[src/rtl/peripheral_pkg.sv]
// Shared definitions for the peripheral stream responder: register map,
// STATUS/CONTROL bit positions and the bus-side FSM state encoding.
package peripheral_pkg;

    localparam logic [2:0] ADDR_DATA     = 3'd0;
    localparam logic [2:0] ADDR_STATUS   = 3'd1;
    localparam logic [2:0] ADDR_RX_COUNT = 3'd2;
    localparam logic [2:0] ADDR_TX_COUNT = 3'd3;
    localparam logic [2:0] ADDR_CONTROL  = 3'd4;

    localparam int ST_RX_EMPTY    = 0;
    localparam int ST_RX_FULL     = 1;
    localparam int ST_TX_EMPTY    = 2;
    localparam int ST_TX_FULL     = 3;
    localparam int ST_TIMEOUT_ERR = 4;

    localparam int CTL_FLUSH_RX = 0;
    localparam int CTL_FLUSH_TX = 1;
    localparam int CTL_CLR_ERR  = 2;

    typedef enum logic [1:0] {
        S_IDLE    = 2'd0,
        S_WAIT_RD = 2'd1,
        S_WAIT_WR = 2'd2,
        S_ACK     = 2'd3
    } state_e;

endpackage

[src/rtl/peripheral_stream_responder_if.sv]
// Peripheral bus request/acknowledge signals; the master holds req, wen,
// addr and wdata stable until it sees per_ack.
interface peripheral_stream_responder_if;
    logic        per_req;
    logic        per_wen;
    logic [2:0]  per_addr;
    logic [15:0] per_wdata;
    logic [15:0] per_rdata;
    logic        per_ack;

    modport master (output per_req, per_wen, per_addr, per_wdata,
                    input  per_rdata, per_ack);
    modport slave  (input  per_req, per_wen, per_addr, per_wdata,
                    output per_rdata, per_ack);
endinterface

[src/rtl/sync_fifo.sv]
// Single-clock show-ahead FIFO with occupancy count and a flush that
// overrides any push or pop requested in the same cycle.
module sync_fifo #(
    parameter int WIDTH = 16,
    parameter int DEPTH = 16
) (
    input  logic                   clk,
    input  logic                   srst,
    input  logic                   push_i,
    input  logic [WIDTH-1:0]       wdata_i,
    input  logic                   pop_i,
    input  logic                   flush_i,
    output logic [WIDTH-1:0]       head_o,
    output logic [$clog2(DEPTH):0] count_o,
    output logic                   full_o,
    output logic                   empty_o
);
    localparam int AW = $clog2(DEPTH);
    localparam int CW = AW + 1;

    logic [WIDTH-1:0] mem_q [DEPTH];
    logic [AW-1:0]    wr_ptr_q, rd_ptr_q;
    logic [CW-1:0]    count_q;
    logic             do_push, do_pop;

    assign full_o  = (count_q == CW'(DEPTH));
    assign empty_o = (count_q == '0);
    assign count_o = count_q;
    assign head_o  = mem_q[rd_ptr_q];

    assign do_push = push_i && !full_o && !flush_i;
    assign do_pop  = pop_i && !empty_o && !flush_i;

    always_ff @(posedge clk) begin
        if (do_push) begin
            mem_q[wr_ptr_q] <= wdata_i;
        end
    end

    // Pointers are exactly AW bits so they wrap on their own at DEPTH.
    always_ff @(posedge clk) begin
        if (srst || flush_i) begin
            wr_ptr_q <= '0;
            rd_ptr_q <= '0;
            count_q  <= '0;
        end else begin
            if (do_push) wr_ptr_q <= wr_ptr_q + AW'(1);
            if (do_pop)  rd_ptr_q <= rd_ptr_q + AW'(1);
            if (do_push && !do_pop)      count_q <= count_q + CW'(1);
            else if (do_pop && !do_push) count_q <= count_q - CW'(1);
        end
    end
endmodule

[src/rtl/peripheral_stream_responder.sv]
// Peripheral-bus slave fronting an RX/TX FIFO pair; DATA accesses stall in
// wait states on empty RX / full TX, bounded by an optional timeout.
module peripheral_stream_responder
    import peripheral_pkg::*;
#(
    parameter int DEPTH   = 16,
    parameter int TIMEOUT = 1024
) (
    input  logic                          clock,
    input  logic                          reset,
    peripheral_stream_responder_if.slave  bus,
    input  logic [15:0]                   rx_data,
    input  logic                          rx_valid,
    output logic                          rx_ready,
    output logic [15:0]                   tx_data,
    output logic                          tx_valid,
    input  logic                          tx_ready
);
    localparam int CW = $clog2(DEPTH) + 1;
    localparam int TW = (TIMEOUT > 1) ? $clog2(TIMEOUT) : 1;
    localparam logic [TW-1:0] TMAX = TW'((TIMEOUT > 0) ? TIMEOUT - 1 : 0);

    state_e         state_q, state_d;
    logic [TW-1:0]  wait_cnt_q, wait_cnt_d;
    logic [15:0]    rdata_q, rdata_d;
    logic           err_q;
    logic           err_set, err_clr;

    logic [15:0]    rx_head, tx_head, reg_rdata;
    logic [CW-1:0]  rx_count, tx_count;
    logic           rx_full, rx_empty, tx_full, tx_empty;
    logic           rx_pop, tx_push, flush_rx, flush_tx;
    logic           is_data, ctl_write;

    sync_fifo #(.WIDTH(16), .DEPTH(DEPTH)) u_rx_fifo (
        .clk(clock), .srst(reset),
        .push_i(rx_valid && rx_ready), .wdata_i(rx_data),
        .pop_i(rx_pop), .flush_i(flush_rx),
        .head_o(rx_head), .count_o(rx_count),
        .full_o(rx_full), .empty_o(rx_empty)
    );

    sync_fifo #(.WIDTH(16), .DEPTH(DEPTH)) u_tx_fifo (
        .clk(clock), .srst(reset),
        .push_i(tx_push), .wdata_i(bus.per_wdata),
        .pop_i(tx_valid && tx_ready), .flush_i(flush_tx),
        .head_o(tx_head), .count_o(tx_count),
        .full_o(tx_full), .empty_o(tx_empty)
    );

    assign rx_ready      = !rx_full;
    assign tx_valid      = !tx_empty;
    assign tx_data       = tx_head;
    assign bus.per_ack   = (state_q == S_ACK);
    assign bus.per_rdata = rdata_q;

    assign is_data   = (bus.per_addr == ADDR_DATA);
    assign ctl_write = bus.per_req && bus.per_wen && (bus.per_addr == ADDR_CONTROL);

    always_comb begin
        reg_rdata = '0;
        case (bus.per_addr)
            ADDR_STATUS: begin
                reg_rdata[ST_RX_EMPTY]    = rx_empty;
                reg_rdata[ST_RX_FULL]     = rx_full;
                reg_rdata[ST_TX_EMPTY]    = tx_empty;
                reg_rdata[ST_TX_FULL]     = tx_full;
                reg_rdata[ST_TIMEOUT_ERR] = err_q;
            end
            ADDR_RX_COUNT: reg_rdata = 16'(rx_count);
            ADDR_TX_COUNT: reg_rdata = 16'(tx_count);
            default:       reg_rdata = '0;
        endcase
    end

    always_comb begin
        state_d    = state_q;
        wait_cnt_d = wait_cnt_q;
        rdata_d    = rdata_q;
        rx_pop     = 1'b0;
        tx_push    = 1'b0;
        flush_rx   = 1'b0;
        flush_tx   = 1'b0;
        err_set    = 1'b0;
        err_clr    = 1'b0;
        case (state_q)
            S_IDLE: begin
                if (bus.per_req) begin
                    wait_cnt_d = '0;
                    if (is_data && !bus.per_wen) begin
                        if (rx_empty) begin
                            state_d = S_WAIT_RD;
                        end else begin
                            rx_pop  = 1'b1;
                            rdata_d = rx_head;
                            state_d = S_ACK;
                        end
                    end else if (is_data && bus.per_wen) begin
                        if (tx_full) begin
                            state_d = S_WAIT_WR;
                        end else begin
                            tx_push = 1'b1;
                            rdata_d = '0;
                            state_d = S_ACK;
                        end
                    end else begin
                        rdata_d = bus.per_wen ? 16'h0000 : reg_rdata;
                        state_d = S_ACK;
                    end
                end
            end
            S_WAIT_RD: begin
                if (!rx_empty) begin
                    rx_pop  = 1'b1;
                    rdata_d = rx_head;
                    state_d = S_ACK;
                end else if (TIMEOUT != 0 && wait_cnt_q == TMAX) begin
                    rdata_d = '0;
                    err_set = 1'b1;
                    state_d = S_ACK;
                end else if (TIMEOUT != 0) begin
                    wait_cnt_d = wait_cnt_q + TW'(1);
                end
            end
            S_WAIT_WR: begin
                if (!tx_full) begin
                    tx_push = 1'b1;
                    rdata_d = '0;
                    state_d = S_ACK;
                end else if (TIMEOUT != 0 && wait_cnt_q == TMAX) begin
                    rdata_d = '0;
                    err_set = 1'b1;
                    state_d = S_ACK;
                end else if (TIMEOUT != 0) begin
                    wait_cnt_d = wait_cnt_q + TW'(1);
                end
            end
            S_ACK: begin
                // CONTROL side effects land here, while the master still holds the write.
                state_d = S_IDLE;
                if (ctl_write) begin
                    flush_rx = bus.per_wdata[CTL_FLUSH_RX];
                    flush_tx = bus.per_wdata[CTL_FLUSH_TX];
                    err_clr  = bus.per_wdata[CTL_CLR_ERR];
                end
            end
            default: state_d = S_IDLE;
        endcase
    end

    always_ff @(posedge clock) begin
        if (reset) begin
            state_q    <= S_IDLE;
            wait_cnt_q <= '0;
            rdata_q    <= '0;
            err_q      <= 1'b0;
        end else begin
            state_q    <= state_d;
            wait_cnt_q <= wait_cnt_d;
            rdata_q    <= rdata_d;
            err_q      <= err_set | (err_q & ~err_clr);
        end
    end
endmodule

[src/flat_wrapper.sv]
// flat-port wrapper written by rule: the top's interface ports become plain ports
module peripheral_stream_responder_flat import peripheral_pkg::*;
#(
    parameter int DEPTH   = 16,
    parameter int TIMEOUT = 1024
)
  (clock, reset, rx_data, rx_valid, rx_ready, tx_data, tx_valid, tx_ready, bus_per_req, bus_per_wen, bus_per_addr, bus_per_wdata, bus_per_rdata, bus_per_ack);
  peripheral_stream_responder_if bus_i ();
  input  logic clock;
  input  logic reset;
  input  logic [15:0] rx_data;
  input  logic rx_valid;
  output logic rx_ready;
  output logic [15:0] tx_data;
  output logic tx_valid;
  input  logic tx_ready;
  input wire logic [$bits(bus_i.per_req)-1:0] bus_per_req;
  input wire logic [$bits(bus_i.per_wen)-1:0] bus_per_wen;
  input wire logic [$bits(bus_i.per_addr)-1:0] bus_per_addr;
  input wire logic [$bits(bus_i.per_wdata)-1:0] bus_per_wdata;
  output wire logic [$bits(bus_i.per_rdata)-1:0] bus_per_rdata;
  output wire logic [$bits(bus_i.per_ack)-1:0] bus_per_ack;
  assign bus_i.per_req = bus_per_req;
  assign bus_i.per_wen = bus_per_wen;
  assign bus_i.per_addr = bus_per_addr;
  assign bus_i.per_wdata = bus_per_wdata;
  assign bus_per_rdata = bus_i.per_rdata;
  assign bus_per_ack = bus_i.per_ack;
  peripheral_stream_responder #(.DEPTH(DEPTH), .TIMEOUT(TIMEOUT)) u_core (.clock(clock), .reset(reset), .bus(bus_i), .rx_data(rx_data), .rx_valid(rx_valid), .rx_ready(rx_ready), .tx_data(tx_data), .tx_valid(tx_valid), .tx_ready(tx_ready));
endmodule
[config.mk]
export PLATFORM = sky130hd
export DESIGN_NAME = peripheral_stream_responder_flat
export DESIGN_NICKNAME = d
export VERILOG_FILES = /design/src/rtl/peripheral_pkg.sv /design/src/rtl/peripheral_stream_responder_if.sv /design/src/rtl/sync_fifo.sv /design/src/rtl/peripheral_stream_responder.sv /design/src/flat_wrapper.sv
export SDC_FILE = /design/constraint.sdc
export NUM_CORES = 1
export LEC_CHECK = 0
export ABC_CLOCK_PERIOD_IN_PS = 3700
export BUFFER_PORTS_ARGS = -buffer_cell sky130_fd_sc_hd__clkbuf_2
export CAP_MARGIN = 20
export CORE_ASPECT_RATIO = 2
export CORE_MARGIN = 2
export CORE_UTILIZATION = 45
export CTS_CLUSTER_SIZE = 16
export DETAILED_ROUTE_END_ITERATION = 10
export SLEW_MARGIN = 20
export SYNTH_ARGS = -nofsm -noshare
export SYNTH_HDL_FRONTEND = slang
export SYNTH_SLANG_ARGS = --single-unit
[constraint.sdc]
create_clock -name clock -period 3.7 [get_ports clock]
set_input_delay 0.185 -clock clock [delete_from_list [all_inputs] [get_ports clock]]
set_output_delay 0.185 -clock clock [all_outputs]
set_load 0.005 [all_outputs]
**After elaboration in Yosys (flattened, before gate mapping)**

Memories as Yosys holds them, arrays and structs flattened. A register that Yosys moved wholly into a read port is not among the register bits.
Index checks and enable logic that the tools add are counted.

- $add $sub $neg: 9
- Equality and inequality tests: 15
- Multiplexer cells: 56
- Bitwise logic cells: 3
- Reductions and logical operators: 40

Operators by type and width:

| operator | count |
|---|---|
| $mux W16 | 8 |
| $pmux W16 S3 | 1 |
| $mux W10 | 4 |
| $pmux W10 S3 | 1 |
| $mux W5 | 5 |
| $mux W1 | 22 |
| $logic_and A1 B1 Y1 | 18 |
| $add A4 B1 Y4 const B | 4 |
| $mux W4 | 4 |
| $pmux W5 S3 | 1 |
| $mux W2 | 6 |
| $logic_not A1 Y1 | 11 |
| $add A10 B1 Y10 const B | 1 |
| $add A5 B1 Y5 const B | 2 |
| $eq A10 B10 Y1 const B | 1 |
| $eq A5 B5 Y1 const B | 2 |
| $logic_not A5 Y1 | 2 |
| $sub A5 B1 Y5 const B | 2 |
| $pmux W2 S4 | 1 |
| $reduce_and A4 Y1 | 2 |
| $eq A3 B2 Y1 const B | 2 |
| $pmux W1 S2 | 3 |
| $eq A2 B2 Y1 const B | 2 |
| $ne A2 B1 Y1 const B | 2 |
| 14 further kinds | 16 |

- Bits in registers: 55
- Bits in writable memories: 512
- Input bits: 41
- Output and inout bits: 35
- Logic and storage cells: 135
- Memories kept: 2

Memory list:

| name | words | width | read ports | clocked after memory_dff | wr ports | line | source |
|---|---|---|---|---|---|---|---|
| u_core.u_rx_fifo.mem_q | 16 | 16 | 1 | 1 | 1 | sync_fifo.sv:21 | `logic [WIDTH-1:0] mem_q [DEPTH];` |
| u_core.u_tx_fifo.mem_q | 16 | 16 | 1 | 1 | 1 | sync_fifo.sv:21 |  |

**Longest topological paths before layout**

Gate-level depths: netlist of run 1.

- Depth after elaboration: 12
- Gate-level depth with buffers: 15
- Mapped depth without buffers: 14

**Hierarchy**

From an unflattened synthesis of run 1, not the netlist that was laid out.

- Cell total of the unflattened synthesis: 1211
- Area total of the unflattened synthesis: 22950.8 um^2

By module, submodules not included:

| module | instances | cells an instance | area an instance (um^2) | seq. area each (um^2) |
|---|---|---|---|---|
| sync_fifo | 2 | 509 | 10632.7 | 8027.7 |
| peripheral_stream_responder | 1 | 193 | 1685.4 | 580.6 |

**Worst setup path after synthesis of run 1**

Ideal clock, no wire load.

- Kind: register to register
- From: register u_core.state_q[0]
- To: memory u_core.u_tx_fifo.mem_q[7][0] (enable)
- Setup time: 409 ps
- Data arrival time: 2763 ps
- Data required time: 3291 ps
- Setup slack: 527 ps
- Stages on the path, launching flop included: 8
- Path through: dfxtp_1 ha_1 and3_1 and2_0 clkbuf_1 a221oi_4 nand2_1 nor3_1

- Word-level cells in the longest chain between the ends: 6

Ends and longest elaborated chain:

| item | line | source |
|---|---|---|
| start, declared | peripheral_stream_responder.sv:23 | `state_e state_q, state_d;` |
| start signal, assigned | peripheral_stream_responder.sv:158 | `state_q <= state_d;` |
| $eq A2 B2 Y1 | -- |  |
| net bus_per_ack | flat_wrapper.sv:22 | `output wire logic [$bits(bus_i.per_ack)-1:0] bus_per_ack;` |
| $mux W1 | peripheral_stream_responder.sv:86 | `case (state_q)` |
| $logic_not A1 Y1 | sync_fifo.sv:31 | `assign do_push = push_i && !full_o && !flush_i;` |
| $logic_and A1 B1 Y1 | sync_fifo.sv:31 |  |
| net u_core.u_tx_fifo.do_push | sync_fifo.sv:24 | `logic do_push, do_pop;` |
| $mux W1 | sync_fifo.sv:35 | `if (do_push) begin` |
| $mux W1 (not written as such) | sync_fifo.sv:36 | `mem_q[wr_ptr_q] <= wdata_i;` |
| end, declared | sync_fifo.sv:21 |  |

The timed path passes the listed nets, and every way through them passes these cells.

**Final worst setup path of run 1**

- From: register u_core.u_rx_fifo.count_q[0], in the netlist u_core.u_rx_fifo.count_o[0]
- To: register u_core.u_rx_fifo.count_q[4], in the netlist u_core.u_rx_fifo.count_o[4]

RTL lines:

| item | line | source |
|---|---|---|
| start, declared | sync_fifo.sv:23 | `logic [CW-1:0] count_q;` |
| start signal, assigned | sync_fifo.sv:49 | `if (do_push && !do_pop) count_q <= count_q + CW'(1);` |
| start signal, assigned | sync_fifo.sv:50 | `else if (do_pop && !do_push) count_q <= count_q - CW'(1);` |
| $eq A5 B5 Y1 * | sync_fifo.sv:26 | `assign full_o = (count_q == CW'(DEPTH));` |
| $logic_not A1 Y1 * | sync_fifo.sv:31, peripheral_stream_responder.sv:51 |  |
| $logic_and A1 B1 Y1 | peripheral_stream_responder.sv:37 | `.push_i(rx_valid && rx_ready), .wdata_i(rx_data),` |
| $logic_and A1 B1 Y1 * (2 in series) | sync_fifo.sv:31 |  |
| net u_core.u_rx_fifo.do_push | sync_fifo.sv:24 |  |
| $logic_not A1 Y1 | sync_fifo.sv:50 |  |
| $logic_and A1 B1 Y1 | sync_fifo.sv:50 |  |
| $reduce_bool A2 Y1 (no source line) | -- |  |

The timed path passes the listed nets; every way through them passes the cells marked *. The select of a mux whose other input is x is not followed.
A chain may end at the register's enable or synchronous reset.

==> run summary, run 1 <==
CTS Sinks: 575
unrepaired setup endpoints after global routing: no
gr usage total: 0.202
layout cells sized above 1: 0.298
Setup Viol. Count Final: 0
Pins Over Slew Limit: 0
first-pass GRT wire length: 76600 um
Worst Skew: 25.6 ps
crit path from: u_core.u_rx_fifo.count_o[0]$_SDFFE_PP0P_
FF-to-FF setup slack: 340 ps
setup tns final: 0 ps
1st-iter DRT viols: 868
worst skew pair latency: 600 ps
worst min path class: primary input to flop
CP arrival: 3810 ps
Post-synth EDFFs: 512
top-area cell type share of the netlist area: 0.679
pin count of the biggest net entering global routing: 65
R2R depth: 13
outcome: finished clean
initial antenna violation count: 1
clk root buf: clkbuf_16
DR pass1 iterations: 5
min Tclk post-route: 3360 ps
CTS max path bufs: 3
CP Max Fanout: 6
Hold Path End: u_core.u_rx_fifo.mem_q[10][5]$_DFFE_PP_
Power Density: 634 mW/mm2
Max-Cap Viols: 0
DR WL/cell: 25.9 um
die width: 163 um
crit path kind: flop to flop
area leader, netlist: edfxtp_1
Site Rows: 116
WHS Path Cells: 1
total gr overflow: 0
final std cells w/o fill: 1981
Die Area: 0.0522 mm2
Fmax: 0.297 GHz
vias in the first global route: 12100
top cells by area, synth: edfxtp_1, mux4_2, dfxtp_1, ha_1, mux2i_1
via density per instance: 5.67
Starting Density: 0.454
Max-slew headroom: 0.272
Synth async-reset ratio: 0
#FFs+latches synth: 575
post-CTS setup buffer count: 0
Worst-path clk slew: 70 ps
Mapped Area: 0.0226 mm2
Worst IR Drop VDD: 0.438 mV
top_reg_cell synth: edfxtp_1
Die Y: 321 um
nets@finish: 1358
hold path startpoint: rx_data[5]
Avg Cell Area, Syn: 19.8 um2
post-CTS sizing: 0
Mapped Cells: 1142
total CTS buffers: 50
commonest cells in the netlist: edfxtp_1, mux4_2, dfxtp_1, nor2_1, a21oi_1
PortBufs: 75
Static Leakage: 8.29 nW
RePlAce Congestion: 0.844
Worst Tran Pin Value: 1090 ps
period utilization: 0.909
area of the core: 0.0499 mm2
DRC: 0
Routed Antenna Nets: 0
Final Hold Vio Count: 0
worst reg2reg startpoint: u_core.u_rx_fifo.count_o[0]$_SDFFE_PP0P_
H-tree depth: 2
Inst Count DP: 1873
Synth cell types: 55
most frequent cell after synthesis: edfxtp_1
sequential fraction of the synthesis area: 0.735
area growth from synthesis to layout: 14.7%
Ys Warns: 0
IO Count: 76
r2r endpoint: u_core.u_rx_fifo.count_o[4]$_SDFFE_PP0P_
DP Wirelength: 33100 um
CP Capture Type: flop
Critical Path RT: 4150 ps
crit start category: flop
Post-Syn Nets: 1209
vias: 11200
TritonCTS clock tree: done
WL final: 51400 um
diode count: 0
[critical path, stage by stage, from the launching register on]
cell     delay, ps
dfxtp_1        350
nor4_1         560
nand2_1        190
nand3_1        280
inv_1          190
ha_1           280
inv_1          120
ha_1           260
nor2b_1        150
o21a_1         170
or3_1          300
a21oi_1        190
xnor2_1        140
nor2_1          50
[stage by stage]
stage               setup slack, ps  cell area (um2)  total power, mW   util  hold slack (ps)
finish                          336            26000             16.5  0.520             25.6
global route                   39.0            26000             17.2  0.520             21.8
CTS                             301            26000             16.7  0.520            0.475
detailed placement              323            24200             11.5  0.485              464
global placement                429            24200             11.4  0.485              461
floorplan                       527            22600             10.3      -              284
[layer usage]
metal | track usage | routed length (um) | share of wire | vias up
met3 | 0.0264 | 2130 | 0.042 | 98
li1 | - | - | - | 4949
met1 | 0.220 | 18100 | 0.35 | 5879
met4 | 0.0706 | 1650 | 0.032 | 2
met2 | 0.394 | 29400 | 0.57 | 299
met5 | 0 | 10 | 0.00019 | -
[what timing repair did]
action	4_1_cts	5_1_grt
hold buffers	15	0
endpoints found under the setup margin	0	0
hold endpoints to repair	176	0
[cell usage in the layout, fill, tap and decap left out, drive strengths merged, types with 4 or more instances in the layout]
cell type,instances
dlygate4sd3,15
nand4,7
inv,26
a22o,13
edfxtp,512
a221o,5
bufinv,4
dfxtp,63
nor4,8
clkinv,9
nand2,22
a21o,5
a21oi,28
nand3,12
xor2,14
o21ai,13
mux2i,21
buf,62
or3,7
clkbuf,151
nor2b,20
xnor2,10
mux4,145
ha,24
nor3,15
a211oi,21
and2,9
nor2,56
[registers in the layout, summed over array words and instances, names as in the netlist, 4 cells and up, named ones only]
register / flops
u_core.bus.per_rdata: 16
u_core.u_rx_fifo.wr_ptr_q: 4
u_core.u_tx_fifo.count_o: 5
u_core.u_rx_fifo.count_o: 5
u_core.wait_cnt_q: 10
u_core.u_rx_fifo.mem_q: 256
u_core.u_tx_fifo.rd_ptr_q: 4
u_core.u_tx_fifo.wr_ptr_q: 4
u_core.u_tx_fifo.mem_q: 256
u_core.u_rx_fifo.rd_ptr_q: 4
[cells by family after synthesis]
logic type,share of synthesized area
mux,0.155
xor+xnor,0.00928
fa+ha+maj,0.0150
simple gates,0.0378
compound gates,0.0331
buf+inv,0.0151
flops,0.735
[report_power, final]
group          switching (mW)  internal [mW]
clock                    2.27           2.94
combinational            1.80           1.78
sequential              0.322           7.37
[area by class of cell]
cell class                 instances  area (um2)
tap                              649         812
timing repair buffer             152        1040
inverter                          24        90.1
clock inverter                    17         209
multi-input combinational        488        5760
clock buffer                      76        1420
fill                            4030       23900
sequential                       575       16600
[worst max-delay path by stage]
| stage | to | cells past startpoint |
|---|---|---|
| CTS | u_core.u_rx_fifo.count_o[4]$_SDFFE_PP0P_ | 13 |
| finish | u_core.u_rx_fifo.count_o[4]$_SDFFE_PP0P_ | 13 |
| floorplan | u_core.u_tx_fifo.mem_q[7][0]$_DFFE_PP_ | 7 |
| global route | u_core.u_rx_fifo.count_o[4]$_SDFFE_PP0P_ | 13 |
| global placement | u_core.u_rx_fifo.count_o[4]$_SDFFE_PP0P_ | 14 |
| detailed placement | u_core.u_rx_fifo.count_o[4]$_SDFFE_PP0P_ | 13 |
Note: power is estimated with default switching activity, not from simulation.
==> run 2: changes to the inputs <==
- CORE_MARGIN: 2 -> unset
- SETUP_SLACK_MARGIN: unset -> 0.4
==> run 2 against run 1 <==
Net effect:
- routed wire length down 2.4%
- die area down 1.8%
- sequential power up 0.6%
- worst setup slack better by 240 ps
- non-clock buffer count down 5
- register-to-register slack better by 240 ps
==> run summary, run 2 (same netlist as run 1, synthesis figures left out) <==
outcome: finished clean
worst min path class: primary input to flop
CP Capture Type: flop
vias: 11200
Static Leakage: 8.23 nW
DR pass1 iterations: 5
1st-iter DRT viols: 824
Crit-path slowest cell: fa_1
Max-slew headroom: 0.292
Clk pwr share: 0.304
grt met1 use: 0.209
crit start category: flop
Fmax: 0.320 GHz
clk root buf: clkbuf_16
Sw Share: 0.269
r2r endpoint: u_core.u_tx_fifo.count_o[4]$_SDFFE_PP0P_
Power Total: 16.3 mW
layout cells sized above 1: 0.301
PortBufs: 75
Power Density: 630 mW/mm2
crit path from: u_core.state_q[1]$_SDFFE_PP0P_
nets@finish: 1352
Worst Tran Pin Value: 1060 ps
min Tclk post-route: 3130 ps
NetSw: 4.40 mW
worst skew pair latency: 590 ps
die width: 161 um
area growth from synthesis to layout: 14.4%
crit path to: u_core.u_tx_fifo.count_o[4]$_SDFFE_PP0P_
via density per instance: 5.68
crit-path leading delay family: compound AO/OA/AOI/OAI gates
Routed Antenna Nets: 0
R2R depth: 13
Site Rows: 116
Worst IR Drop VDD: 0.419 mV
unrepaired setup endpoints after global routing: no
Critical Path Max Stage Delay: 430 ps
Starting Density: 0.454
total CTS buffers: 49
CP arrival: 3630 ps
area of the core: 0.0499 mm2
logic gate share of total power: 0.221
sequential share of power: 0.475
crit path kind: flop to flop
vias in the first global route: 12000
pin count of the biggest net entering global routing: 50
setup tns final: 0 ps
RePlAce Congestion: 0.867
worst reg2reg startpoint: u_core.state_q[1]$_SDFFE_PP0P_
DR WL/cell: 25.4 um
crit-path cells: inv_1, ha_2, nor2b_2, a31oi_2, a221oi_4, ha_1, inv_1, fa_1, a21o_1, a21oi_1, xnor2_1, or3_1, a21oi_1
CTS Sinks: 575
critical path depth: 13
period utilization: 0.845
initial antenna violation count: 2
Setup Viol. Count Final: 0
DP Wirelength: 32900 um
hold path startpoint: rx_data[9]
diode count: 0
gr usage total: 0.201
Worst-path clk slew: 60 ps
TritonCTS clock tree: done
Critical Path RT: 4200 ps
filler cell count in the final layout: 4044
met2 usage: 0.386
Die Y: 319 um
gr busiest metal: met2
WL final: 50100 um
IO Count: 76
Final Hold Vio Count: 0
Max-Cap Viols: 0
total gr overflow: 0
DRC: 0
GR Util met3: 0.0312
commonest non-fill, non-tap cell in the layout: edfxtp_1
CTS max path bufs: 3
most frequent cells in the layout: edfxtp_1, mux4_2, clkbuf_2, dfxtp_1
FF-to-FF setup slack: 570 ps
Die Area: 0.0513 mm2
Worst Skew: 29.0 ps
first-pass GRT wire length: 74600 um
H-tree depth: 2
WP buf/inv: 2
Pins Over Slew Limit: 0
CP Max Fanout: 8
Pint: 11.9 mW
run 2: stage by stage:
stage / std cells / hold slack, ps / setup slack (ps) / cell area [um2] / util
5_1_grt: 1972 / 32.5 / 363 / 25900 / 0.519
4_1_cts: 1972 / 1.87 / 448 / 25900 / 0.518
3_3_place_gp: 1866 / 460 / 420 / 24200 / 0.484
3_5_place_dp: 1866 / 466 / 392 / 24200 / 0.484
6_report: 1972 / 27.9 / 572 / 25900 / 0.519
2_1_floorplan: 1142 / 284 / 527 / 22600 / -
run 2: worst min path at each step:
| stage | cells past startpoint | endpoint |
|---|---|---|
| after floorplan | 0 | u_core.u_rx_fifo.mem_q[0][0]$_DFFE_PP_ |
| after global placement | 2 | u_core.wait_cnt_q[1]$_SDFFE_PP0P_ |
| after detailed placement | 1 | u_core.bus.per_rdata[10]$_SDFFE_PP0P_ |
| after CTS | 1 | u_core.u_rx_fifo.mem_q[14][0]$_DFFE_PP_ |
| after global routing | 1 | u_core.u_rx_fifo.mem_q[13][11]$_DFFE_PP_ |
| final | 1 | u_core.u_rx_fifo.mem_q[15][9]$_DFFE_PP_ |
run 2: layout make-up:
| cell class | count | area [um2] | area share |
|---|---|---|---|
| Inverter | 24 | 90.1 | 0.00348 |
| Clock buffer | 71 | 1370 | 0.0529 |
| Multi-Input combinational cell | 488 | 5810 | 0.224 |
| Timing Repair Buffer | 147 | 1020 | 0.0394 |
| Sequential cell | 575 | 16600 | 0.642 |
| Clock inverter | 18 | 171 | 0.00661 |
| Tap cell | 649 | 812 | 0.0313 |
run 2: metal layers:
metal | vias to the layer above | share of wire
li1 | 4940 | -
met1 | 5855 | 0.35
met2 | 282 | 0.57
met3 | 114 | 0.041
met4 | 4 | 0.042
met5 | - | 0.00046
run 2: power groups by stage:
stage                     Clock, mW  Sequential (mW)  Combinational, mW
after CTS                      5.09             7.76               3.65
final                          4.96             7.75               3.61
after global placement            0             7.88               3.58
after floorplan                   0             7.64               2.67
after detailed placement          0             7.90               3.62
after global routing           5.28             7.80               3.92
run 2: repair_timing:
action / 4_1_cts / 5_1_grt
pin swaps: 0 / 1
setup endpoints to repair: 1 / 2
buffers inserted: 0 / 0
gates resized for setup: 2 / 12
hold buffers: 17 / 0
endpoints found under the hold margin: 188 / 0
==> run 3: changes to the inputs <==
- ABC_CLOCK_PERIOD_IN_PS: 3700 -> 2600
- clock period: 3.7 -> 2.6 ns (I/O delays scaled with it)
==> run 3 against run 2 <==
Net effect:
- the run now ends with negative setup slack left
- sequential cell count unchanged
- register-to-register slack worse by 750 ps
- combinational power up 97%
- largest cell class unchanged
==> run summary, run 3 (same netlist as run 1, synthesis figures left out) <==
outcome: finished, violations left
failing checks: negative setup slack
Sw Share: 0.272
total gr overflow: 0
crit path kind: flop to flop
unrepaired setup endpoints after global routing: yes
r2r endpoint: u_core.u_rx_fifo.count_o[4]$_SDFFE_PP0P_
diode count: 0
FF-to-FF setup slack: -180 ps
Pint: 18.5 mW
min Tclk post-route: 2780 ps
Worst IR Drop VDD: 0.791 mV
via density per instance: 5.60
Worst-path clk slew: 70 ps
TritonCTS clock tree: done
CP Capture Type: flop
period utilization: 1.07
commonest non-fill, non-tap cell in the layout: edfxtp_1
pre-CTS setup slack: -186 ps
Critical Path Max Stage Delay: 360 ps
area growth from synthesis to layout: 24.7%
worst reg2reg startpoint: u_core.state_q[1]$_SDFFE_PP0P_
CTS max path bufs: 3
Max-slew headroom: 0.420
initial antenna violation count: 0
Max-Cap Viols: 0
Die Y: 319 um
DRC: 0
Critical Path RT: 3060 ps
Worst Skew: 18.7 ps
crit-path leading delay family: simple AND/OR/NAND/NOR gates
total CTS buffers: 49
Pins Over Slew Limit: 0
DP Wirelength: 33400 um
nets@finish: 1476
H-tree depth: 2
Setup Viol. Count Final: 14
vias in the first global route: 12700
WHS Path Cells: 4
sequential share of power: 0.424
Final Hold Vio Count: 0
WL final: 55600 um
Site Rows: 116
Clk pwr share: 0.298
first-pass GRT wire length: 81000 um
CP arrival: 3240 ps
post-route cell area: 0.0282 mm2
IO Count: 76
WP buf/inv: 2
gr usage total: 0.218
Die Area: 0.0513 mm2
most frequent cells in the layout: edfxtp_1, mux4_2, buf_4, clkbuf_2
Starting Density: 0.454
vias: 11700
crit-path cells: ha_4, and3_4, and2_4, a221oi_4, inv_2, ha_4, inv_4, ha_4, nor2b_4, o21a_1, or3_4, a21oi_2, xnor2_1, nor2_1
Final WS setup: -180 ps
final core utilization: 0.566
Hold Path End: u_core.bus.per_rdata[1]$_SDFFE_PP0P_
RePlAce Congestion: 0.805
1st-iter DRT viols: 787
die width: 161 um
DR pass1 iterations: 5
Worst Tran Pin Value: 868 ps
worst skew pair latency: 590 ps
Routed Antenna Nets: 0
clk root buf: clkbuf_16
layout cells sized above 1: 0.383
logic gate share of total power: 0.279
CP Max Fanout: 4
Crit-path slowest cell: dfxtp_4
most used cell, CP: ha_4
CTS Sinks: 575
pin count of the biggest net entering global routing: 65
Power Total: 25.5 mW
R2R depth: 14
NetSw: 6.94 mW
Static Leakage: 9.15 nW
crit start category: flop
DP Area: 0.0251 mm2
PortBufs: 75
Fmax: 0.360 GHz
DR WL/cell: 26.5 um
Power Density: 902 mW/mm2
hold path startpoint: bus_per_addr[1]
worst min path class: primary input to flop
area of the core: 0.0499 mm2
## run 3: changes by cell type in the layout (fill, tap and decap cells not counted), sizes merged
cell,delta
clkbuf,-5
dlygate4sd3,+17
buf,+101
clkinv,+7
bufinv,+4
## run 3: worst register-to-register path, delay by kind of cell, from the launching register on
| kind | cells | cell delay [ps] |
|---|---|---|
| DFF | 1 | 360 |
| AOI/OAI and AO/OA | 3 | 620 |
| and+or+nand+nor | 5 | 850 |
| adders and majority gates | 3 | 550 |
| xor gates and xnor gates | 1 | 130 |
| buffers and inverters | 2 | 150 |
## run 3: cell type report
class	count	area, um2
clock buffer	60	1320
clock inverter	29	330
inverter	24	92.6
sequential	575	16700
timing repair buffer	271	2800
fill	3789	21700
tap	649	812
multi-input combinational	488	6230
## run 3: routing by layer
layer	global-route usage	routed length [um]	vias up
li1	-	-	5204
met1	0.226	19000	6116
met2	0.432	32300	296
met3	0.0268	2040	114
met4	0.0872	2370	0
met5	0	0	-
## run 3: how the worst max path moves through the flow
stage	depth (start not counted)	start	end	slack [ps]
after floorplan	15	u_core.state_q[0]$_SDFFE_PP0P_	u_core.u_rx_fifo.count_o[4]$_SDFFE_PP0P_	-270
after global placement	14	u_core.state_q[0]$_SDFFE_PP0P_	u_core.u_rx_fifo.count_o[4]$_SDFFE_PP0P_	-140
after detailed placement	14	u_core.state_q[1]$_SDFFE_PP0P_	u_core.u_rx_fifo.count_o[4]$_SDFFE_PP0P_	-190
after CTS	13	u_core.state_q[1]$_SDFFE_PP0P_	u_core.u_tx_fifo.count_o[4]$_SDFFE_PP0P_	-180
after global routing	13	u_core.state_q[1]$_SDFFE_PP0P_	u_core.u_tx_fifo.count_o[4]$_SDFFE_PP0P_	-310
final	14	u_core.state_q[1]$_SDFFE_PP0P_	u_core.u_rx_fifo.count_o[4]$_SDFFE_PP0P_	-180
## run 3: timing repair
action | 4_1_cts | 5_1_grt
gates resized for setup | 43 | 34
hold endpoints to repair | 495 | 0
setup buffers | 28 | 17
cloned | 8 | 6
hold buffers | 34 | 0
endpoints found under the setup margin | 462 | 494
pin swaps | 21 | 28
## run 3: power by group through the flow
| stage | Clock (mW) | Combinational, mW | Sequential, mW |
|---|---|---|---|
| floorplan | 0 | 3.99 | 10.9 |
| global placement | 0 | 5.95 | 10.9 |
| detailed placement | 0 | 6.02 | 11.0 |
| CTS | 7.72 | 6.82 | 10.8 |
| global route | 8.01 | 7.60 | 10.8 |
| finish | 7.59 | 7.10 | 10.8 |
## run 3: per-stage QoR
| step | setup TNS [ps] | hold WS, ps | std cells |
|---|---|---|---|
| floorplan | -618 | 229 | 1142 |
| global placement | -334 | 459 | 1914 |
| detailed placement | -476 | 467 | 1914 |
| CTS | -1270 | 25.5 | 2073 |
| global route | -2090 | 116 | 2096 |
| finish | -551 | 99.0 | 2096 |
